### src/rtl/dmem_port_arbiter_if.sv
// Bundles the CPU, VGA, buffer-control and shared DMEM signals of the arbiter.
interface dmem_port_arbiter_if #(
    parameter int unsigned ADDR_W = 12
);
    logic              cpu_req;
    logic              cpu_we;
    logic [ADDR_W-1:0] cpu_addr;
    logic [31:0]       cpu_wdata;
    logic [3:0]        cpu_be;
    logic              cpu_gnt;
    logic              cpu_rvalid;
    logic [31:0]       cpu_rdata;

    logic              vga_req;
    logic [ADDR_W-1:0] vga_addr;
    logic              vga_frame_end;
    logic              vga_gnt;
    logic              vga_rvalid;
    logic [31:0]       vga_rdata;

    logic              swap_req;
    logic              swap_pending;
    logic              disp_buf;

    logic [ADDR_W-1:0] mem_addr;
    logic [31:0]       mem_wdata;
    logic [3:0]        mem_be;
    logic              mem_wr_en;
    logic              mem_rd_en;
    logic [31:0]       mem_rdata;

    // Arbiter side.
    modport slave (
        input  cpu_req, cpu_we, cpu_addr, cpu_wdata, cpu_be,
        output cpu_gnt, cpu_rvalid, cpu_rdata,
        input  vga_req, vga_addr, vga_frame_end,
        output vga_gnt, vga_rvalid, vga_rdata,
        input  swap_req,
        output swap_pending, disp_buf,
        output mem_addr, mem_wdata, mem_be, mem_wr_en, mem_rd_en,
        input  mem_rdata
    );

    // Requester / memory side.
    modport master (
        output cpu_req, cpu_we, cpu_addr, cpu_wdata, cpu_be,
        input  cpu_gnt, cpu_rvalid, cpu_rdata,
        output vga_req, vga_addr, vga_frame_end,
        input  vga_gnt, vga_rvalid, vga_rdata,
        output swap_req,
        input  swap_pending, disp_buf,
        input  mem_addr, mem_wdata, mem_be, mem_wr_en, mem_rd_en,
        output mem_rdata
    );
endinterface

### src/rtl/dmem_port_arbiter.sv
// Shares one synchronous-read DMEM port between the CPU and VGA scanout,
// with a starvation override for VGA and double-buffered frame selection.
module dmem_port_arbiter #(
    parameter int unsigned ADDR_W      = 12,
    parameter int unsigned MAX_WAIT    = 8,
    parameter int unsigned FRAME_WORDS = 1200
) (
    input  logic                clk,
    input  logic                rst,
    dmem_port_arbiter_if.slave  bus
);
    typedef enum logic [1:0] {
        IDLE   = 2'd0,
        CPU_RD = 2'd1,
        VGA_RD = 2'd2
    } state_t;

    localparam logic [3:0]        WAIT_LIMIT = 4'(MAX_WAIT);
    localparam logic [ADDR_W-1:0] FRAME_OFS  = ADDR_W'(FRAME_WORDS);

    state_t      state;
    logic [3:0]  wait_cnt;
    logic        disp_buf_q;
    logic        swap_pending_q;
    logic        cpu_gnt_c;
    logic        vga_gnt_c;

    // Grant decision: CPU has priority unless VGA has waited MAX_WAIT cycles.
    always_comb begin
        cpu_gnt_c = 1'b0;
        vga_gnt_c = 1'b0;
        if (rst) begin
            vga_gnt_c = bus.vga_req && (!bus.cpu_req || (wait_cnt == WAIT_LIMIT));
            cpu_gnt_c = bus.cpu_req && !vga_gnt_c;
        end
    end

    // Steer the granted requester onto the shared DMEM port.
    always_comb begin
        bus.mem_addr  = '0;
        bus.mem_wdata = '0;
        bus.mem_be    = '0;
        bus.mem_wr_en = 1'b0;
        bus.mem_rd_en = 1'b0;
        if (cpu_gnt_c) begin
            bus.mem_addr  = bus.cpu_addr;
            bus.mem_wdata = bus.cpu_wdata;
            bus.mem_be    = bus.cpu_be;
            bus.mem_wr_en = bus.cpu_we;
            bus.mem_rd_en = !bus.cpu_we;
        end else if (vga_gnt_c) begin
            bus.mem_addr  = bus.vga_addr + (disp_buf_q ? FRAME_OFS : '0);
            bus.mem_be    = 4'hF;
            bus.mem_rd_en = 1'b1;
        end
    end

    // Grants and read returns; rdata is only meaningful alongside its rvalid.
    always_comb begin
        bus.cpu_gnt      = cpu_gnt_c;
        bus.vga_gnt      = vga_gnt_c;
        bus.cpu_rvalid   = (state == CPU_RD);
        bus.vga_rvalid   = (state == VGA_RD);
        bus.cpu_rdata    = (state == CPU_RD) ? bus.mem_rdata : '0;
        bus.vga_rdata    = (state == VGA_RD) ? bus.mem_rdata : '0;
        bus.swap_pending = swap_pending_q;
        bus.disp_buf     = disp_buf_q;
    end

    // Remember who owns the read data returning next cycle, and VGA wait time.
    always_ff @(posedge clk or negedge rst) begin
        if (!rst) begin
            state    <= IDLE;
            wait_cnt <= '0;
        end else begin
            if (cpu_gnt_c && !bus.cpu_we) begin
                state <= CPU_RD;
            end else if (vga_gnt_c) begin
                state <= VGA_RD;
            end else begin
                state <= IDLE;
            end

            if (bus.vga_req && !vga_gnt_c) begin
                wait_cnt <= (wait_cnt >= WAIT_LIMIT) ? WAIT_LIMIT : wait_cnt + 4'd1;
            end else begin
                wait_cnt <= '0;
            end
        end
    end

    // Double-buffer swap: arm on request, flip the display buffer at frame end.
    always_ff @(posedge clk or negedge rst) begin
        if (!rst) begin
            disp_buf_q     <= 1'b0;
            swap_pending_q <= 1'b0;
        end else if (bus.vga_frame_end && swap_pending_q) begin
            disp_buf_q     <= !disp_buf_q;
            swap_pending_q <= 1'b0;
        end else if (bus.swap_req) begin
            swap_pending_q <= 1'b1;
        end
    end
endmodule

### src/flat_wrapper.sv
// flat-port wrapper written by rule: the top's interface ports become plain ports
module dmem_port_arbiter_flat 
#(
    parameter int unsigned ADDR_W      = 12,
    parameter int unsigned MAX_WAIT    = 8,
    parameter int unsigned FRAME_WORDS = 1200
)
  (clk, rst, bus_cpu_req, bus_cpu_we, bus_cpu_addr, bus_cpu_wdata, bus_cpu_be, bus_cpu_gnt, bus_cpu_rvalid, bus_cpu_rdata, bus_vga_req, bus_vga_addr, bus_vga_frame_end, bus_vga_gnt, bus_vga_rvalid, bus_vga_rdata, bus_swap_req, bus_swap_pending, bus_disp_buf, bus_mem_addr, bus_mem_wdata, bus_mem_be, bus_mem_wr_en, bus_mem_rd_en, bus_mem_rdata);
  dmem_port_arbiter_if #(.ADDR_W(ADDR_W)) bus_i ();
  input  logic clk;
  input  logic rst;
  input wire logic [$bits(bus_i.cpu_req)-1:0] bus_cpu_req;
  input wire logic [$bits(bus_i.cpu_we)-1:0] bus_cpu_we;
  input wire logic [$bits(bus_i.cpu_addr)-1:0] bus_cpu_addr;
  input wire logic [$bits(bus_i.cpu_wdata)-1:0] bus_cpu_wdata;
  input wire logic [$bits(bus_i.cpu_be)-1:0] bus_cpu_be;
  output wire logic [$bits(bus_i.cpu_gnt)-1:0] bus_cpu_gnt;
  output wire logic [$bits(bus_i.cpu_rvalid)-1:0] bus_cpu_rvalid;
  output wire logic [$bits(bus_i.cpu_rdata)-1:0] bus_cpu_rdata;
  input wire logic [$bits(bus_i.vga_req)-1:0] bus_vga_req;
  input wire logic [$bits(bus_i.vga_addr)-1:0] bus_vga_addr;
  input wire logic [$bits(bus_i.vga_frame_end)-1:0] bus_vga_frame_end;
  output wire logic [$bits(bus_i.vga_gnt)-1:0] bus_vga_gnt;
  output wire logic [$bits(bus_i.vga_rvalid)-1:0] bus_vga_rvalid;
  output wire logic [$bits(bus_i.vga_rdata)-1:0] bus_vga_rdata;
  input wire logic [$bits(bus_i.swap_req)-1:0] bus_swap_req;
  output wire logic [$bits(bus_i.swap_pending)-1:0] bus_swap_pending;
  output wire logic [$bits(bus_i.disp_buf)-1:0] bus_disp_buf;
  output wire logic [$bits(bus_i.mem_addr)-1:0] bus_mem_addr;
  output wire logic [$bits(bus_i.mem_wdata)-1:0] bus_mem_wdata;
  output wire logic [$bits(bus_i.mem_be)-1:0] bus_mem_be;
  output wire logic [$bits(bus_i.mem_wr_en)-1:0] bus_mem_wr_en;
  output wire logic [$bits(bus_i.mem_rd_en)-1:0] bus_mem_rd_en;
  input wire logic [$bits(bus_i.mem_rdata)-1:0] bus_mem_rdata;
  assign bus_i.cpu_req = bus_cpu_req;
  assign bus_i.cpu_we = bus_cpu_we;
  assign bus_i.cpu_addr = bus_cpu_addr;
  assign bus_i.cpu_wdata = bus_cpu_wdata;
  assign bus_i.cpu_be = bus_cpu_be;
  assign bus_cpu_gnt = bus_i.cpu_gnt;
  assign bus_cpu_rvalid = bus_i.cpu_rvalid;
  assign bus_cpu_rdata = bus_i.cpu_rdata;
  assign bus_i.vga_req = bus_vga_req;
  assign bus_i.vga_addr = bus_vga_addr;
  assign bus_i.vga_frame_end = bus_vga_frame_end;
  assign bus_vga_gnt = bus_i.vga_gnt;
  assign bus_vga_rvalid = bus_i.vga_rvalid;
  assign bus_vga_rdata = bus_i.vga_rdata;
  assign bus_i.swap_req = bus_swap_req;
  assign bus_swap_pending = bus_i.swap_pending;
  assign bus_disp_buf = bus_i.disp_buf;
  assign bus_mem_addr = bus_i.mem_addr;
  assign bus_mem_wdata = bus_i.mem_wdata;
  assign bus_mem_be = bus_i.mem_be;
  assign bus_mem_wr_en = bus_i.mem_wr_en;
  assign bus_mem_rd_en = bus_i.mem_rd_en;
  assign bus_i.mem_rdata = bus_mem_rdata;
  dmem_port_arbiter #(.ADDR_W(ADDR_W), .MAX_WAIT(MAX_WAIT), .FRAME_WORDS(FRAME_WORDS)) u_core (.clk(clk), .rst(rst), .bus(bus_i));
endmodule
### config.mk
export PLATFORM = sky130hd
export DESIGN_NAME = dmem_port_arbiter_flat
export DESIGN_NICKNAME = d
export VERILOG_FILES = /design/src/rtl/dmem_port_arbiter_if.sv /design/src/rtl/dmem_port_arbiter.sv /design/src/flat_wrapper.sv
export SDC_FILE = /design/constraint.sdc
export NUM_CORES = 1
export LEC_CHECK = 0
export ABC_CLOCK_PERIOD_IN_PS = 1600
export BUFFER_PORTS_ARGS = -buffer_cell sky130_fd_sc_hd__buf_2
export CORE_AREA = 4 4 83 85
export CTS_CLUSTER_SIZE = 10
export DETAILED_ROUTE_END_ITERATION = 10
export DIE_AREA = 0 0 87 89
export PLACE_DENSITY = 0.81
export SYNTH_ARGS = -nofsm -noshare
export SYNTH_HDL_FRONTEND = slang
export SYNTH_SLANG_ARGS = --single-unit
### constraint.sdc
create_clock -name clk -period 1.6 [get_ports clk]
set_input_delay 0.08 -clock clk [delete_from_list [all_inputs] [get_ports clk]]
set_output_delay 0.08 -clock clk [all_outputs]
set_load 0.1 [all_outputs]
==> key figures <==
STA
  • Setup TNS: -29.48 ns
  • Worst-Margin Slew: 0.491 ns
  • Final Max Slew Viols: 0
  • Endpoints failing hold: 0
  • Setup Skew: 0.00509 ns
  • RSZ-0062 raised after global routing: yes
  • Min setup slack post-route: -0.645 ns
  • Final Cycle Share: 140%
  • Number of setup violations in the final report: 57
  • Fmax: 445 MHz
  • Max_slew headroom: 67.5%
  • Crit path time final: 2.25 ns

Logic synthesis
  • Syn nets: 287
  • Mapped Cells: 181
  • Seq/Total Area, Yosys: 14.3%
  • Top cell type by total area after synthesis: and2_1
  • Synth area leaders: and2_1 (43%), dfrtp_1 (14%), a22o_1 (7.5%), ha_1 (5.4%), buf_6 (3.2%)
  • Count of unique library cells instantiated by Yosys: 31
  • Most common cell in the netlist: and2_1
  • Number of flops mapped to enable cells by yosys: 0
  • Syn avg cell area: 7.74 µm²
  • Synth Flop Type: dfrtp_1
  • Synthesis Warnings: 0
  • Top post-synthesis cells by count: and2_1 (97), a22o_1 (12), dfrtp_1 (8), clkbuf_1 (7), ha_1 (6)
  • #FFs+latches synth: 8
  • Post-synth top area share: 43.3%
  • Async SR Flop Fraction: 100%
  • Area of the mapped netlist: 0.00140 mm²

Setup path
  • Reg2reg path depth: 10
  • Slowest Stage Delay on Critical Path: 0.51 ns
  • Most common cell on crit path: buf_12
  • WP buf/inv: 2
  • Max FO, Critical Path: 4
  • Worst r2r src: u_core.wait_cnt[0]
  • Reg-to-reg slack, setup: -0.23 ns
  • Crit path DAT: 2.17 ns
  • WP data required: 1.52 ns
  • Stages on worst setup path: 7
  • FF-to-FF End: u_core.state[0]
  • Crit-path slowest cell: dfrtp_4
  • Crit-path leading delay family: flip-flops
  • Worst setup EP type: output pin
  • Worst Setup Path Type: reg -> out
  • Critical-path cell list: buf_12, fa_2, a31oi_4, nor2_1, xor2_1, a22o_4, buf_12
  • CP Launch Point: u_core.bus.disp_buf
  • Startpoint Class: flop
  • CP endpoint: bus_mem_addr[10]

Floorplan
  • Initial Util: 22.6%
  • Top Ports: 219
  • Die Width: 87 µm
  • Full die area: 0.00774 mm²
  • Die Height: 89 µm
  • FP Rows: 29
  • Placeable Area: 0.00620 mm²

Pwr
  • Sequential Power Share: 7.7%
  • Net Sw Frac: 53.2%
  • Pwr per Cell Area: 663 mW/mm²
  • Internal power: 0.00164 W
  • Peak VDD IR: 1340 µV
  • Leak: 2.50 nW
  • Switch Pwr: 0.00186 W
  • Pwr Total: 0.00350 W
  • Clock Power Share: 8.1%
  • Logic gate share of total power: 84.2%

Clock network
  • Clk root buf: clkbuf_8
  • CTS tree: done
  • Worst skew pair latency: 0.24 ns
  • Clock tree buffer depth: 2
  • Clock-pin transition on the worst setup and hold timing paths: 0.05 ns
  • H-Tree Depth: 1
  • Inserted Clock Buffers: 3
  • Clock Sinks: 8

Place
  • Port Buffers: 218
  • Worst slack, placed: -0.443 ns
  • Dpl hpwl: 8460 µm
  • Global placement routability congestion: 0.831
  • Inst Count DP: 484
  • Placement Cell Area: 0.00484 mm²

Finish
  • Layout cell share with drive strength beyond 1: 90.6%
  • Area of the multi-input gates: 0.00154 mm²
  • Fin cells: 511
  • Layout filler cell count: 284
  • Design area: 0.00528 mm²
  • # diodes: 0
  • Area Overhead vs Synth: 277%
  • Storage element area: 204 µm²
  • Nets: 541

Outcome
  • Failing checks: negative setup slack
  • Status: finished with violations

Route
  • ANT nets after route: 0
  • Drt first-iter violations: 60
  • DRT Pass-1 Iters: 4
  • Wire per inst: 21.5 µm
  • WL final: 11000 µm
  • DRC viols: 0
  • Via count: 2435
  • Vias per cell: 4.77

Global routing
  • GRT Util Overall: 25.8%
  • Initial antenna violation count: 0
  • Vias in the first global route: 2705
  • Grt ovf: 0
  • First-pass GRT wire length: 15100 µm
  • Pin count of the biggest net entering global routing: 34

Worst hold path
  • Worst min path class: in -> reg

Job
  • Total of max-cap violations: 0
-- per-stage QoR --
step | util (%) | hold slack (ns)
2_1_floorplan | - | -0.216
3_3_place_gp | 77.9 | -0.0655
3_5_place_dp | 77.9 | -0.0563
4_1_cts | 84.4 | 0.0817
5_1_grt | 85.0 | 0.0746
6_report | 85.0 | 0.0813
-- routing by layer --
layer | GRT usage, % | up-vias | part of all wire, %
li1 | - | 1098 | -
met1 | 22.5 | 1166 | 30
met2 | 54.5 | 136 | 59
met3 | 4.79 | 35 | 5.9
met4 | 13.6 | 0 | 5.2
met5 | 0 | - | 0
-- placed cells by master (no fill, tap or decap), types with 2 or more instances in the layout --
master / instances
inv_1: 4
xor2_1: 4
buf_2: 100
nor2b_1: 2
clkbuf_8: 3
and2_2: 56
ha_1: 2
and2_1: 6
nand2_1: 4
a21oi_4: 2
a22o_4: 12
xnor2_1: 4
dfrtp_1: 7
buf_12: 123
buf_8: 4
buf_4: 16
ha_4: 4
nor3b_2: 2
buf_6: 17
and2_4: 35
a31o_4: 4
-- worst min path at each step --
stage	startpoint	endpoint	cells after the start
final	bus_vga_frame_end	u_core.bus.swap_pending	2
after global routing	bus_vga_frame_end	u_core.bus.swap_pending	2
after CTS	bus_vga_frame_end	u_core.bus.swap_pending	2
after detailed placement	rst	u_core.wait_cnt[1]	1
after global placement	rst	u_core.wait_cnt[3]	1
after floorplan	rst	u_core.bus.swap_pending	0
-- power by group through the flow --
stage,Combinational [W],Sequential [W],Clock [W]
2_1_floorplan,0.00143,0.000395,0
6_report,0.00295,0.000271,0.000282
5_1_grt,0.00302,0.000273,0.000297
3_5_place_dp,0.00253,0.000282,0
3_3_place_gp,0.00243,0.000276,0
4_1_cts,0.00286,0.000266,0.000278
-- repair_timing --
action / in CTS / in global routing
pin swaps: 15 / 17
gates resized for setup: 33 / 18
endpoints found under the hold margin: 8 / 0
setup endpoints to repair: 56 / 68
setup buffers: 17 / 7
cloned: 2 / 0
hold buffers: 1 / 0
-- layout make-up --
| type | count | area share, % |
|---|---|---|
| repair buffers | 262 | 63.9 |
| multi-input cells | 155 | 29.2 |
| well taps | 77 | 1.83 |
| flip-flops and latches | 8 | 3.87 |
| inverters | 5 | 0.356 |
| clock buffers | 4 | 0.854 |
-- state kept, by name (all words and copies together) (netlist names) --
| signal | count |
|---|---|
| u_core.bus.disp_buf | 1 |
| u_core.bus.swap_pending | 1 |
| u_core.state | 2 |
| u_core.wait_cnt | 4 |
-- cell families after synthesis --
family	share of synthesized area, %
xor gates and xnor gates	5.00
muxes	0.714
AOI/OAI and AO/OA	14.9
and+or+nand+nor	51.2
adders and majority gates	6.79
DFF	14.3
buffers and inverters	7.14
-- worst reg2reg max path, stage by stage (launching register included) --
cell and delay [ns]:
dfrtp_1 0.39, inv_2 0.08, ha_4 0.16, and3b_2 0.21, buf_6 0.13, a21oi_4 0.20
buf_6 0.14, buf_12 0.13, nor2b_4 0.16, buf_6 0.10, buf_6 0.08
(Power assumes the default switching activity.)
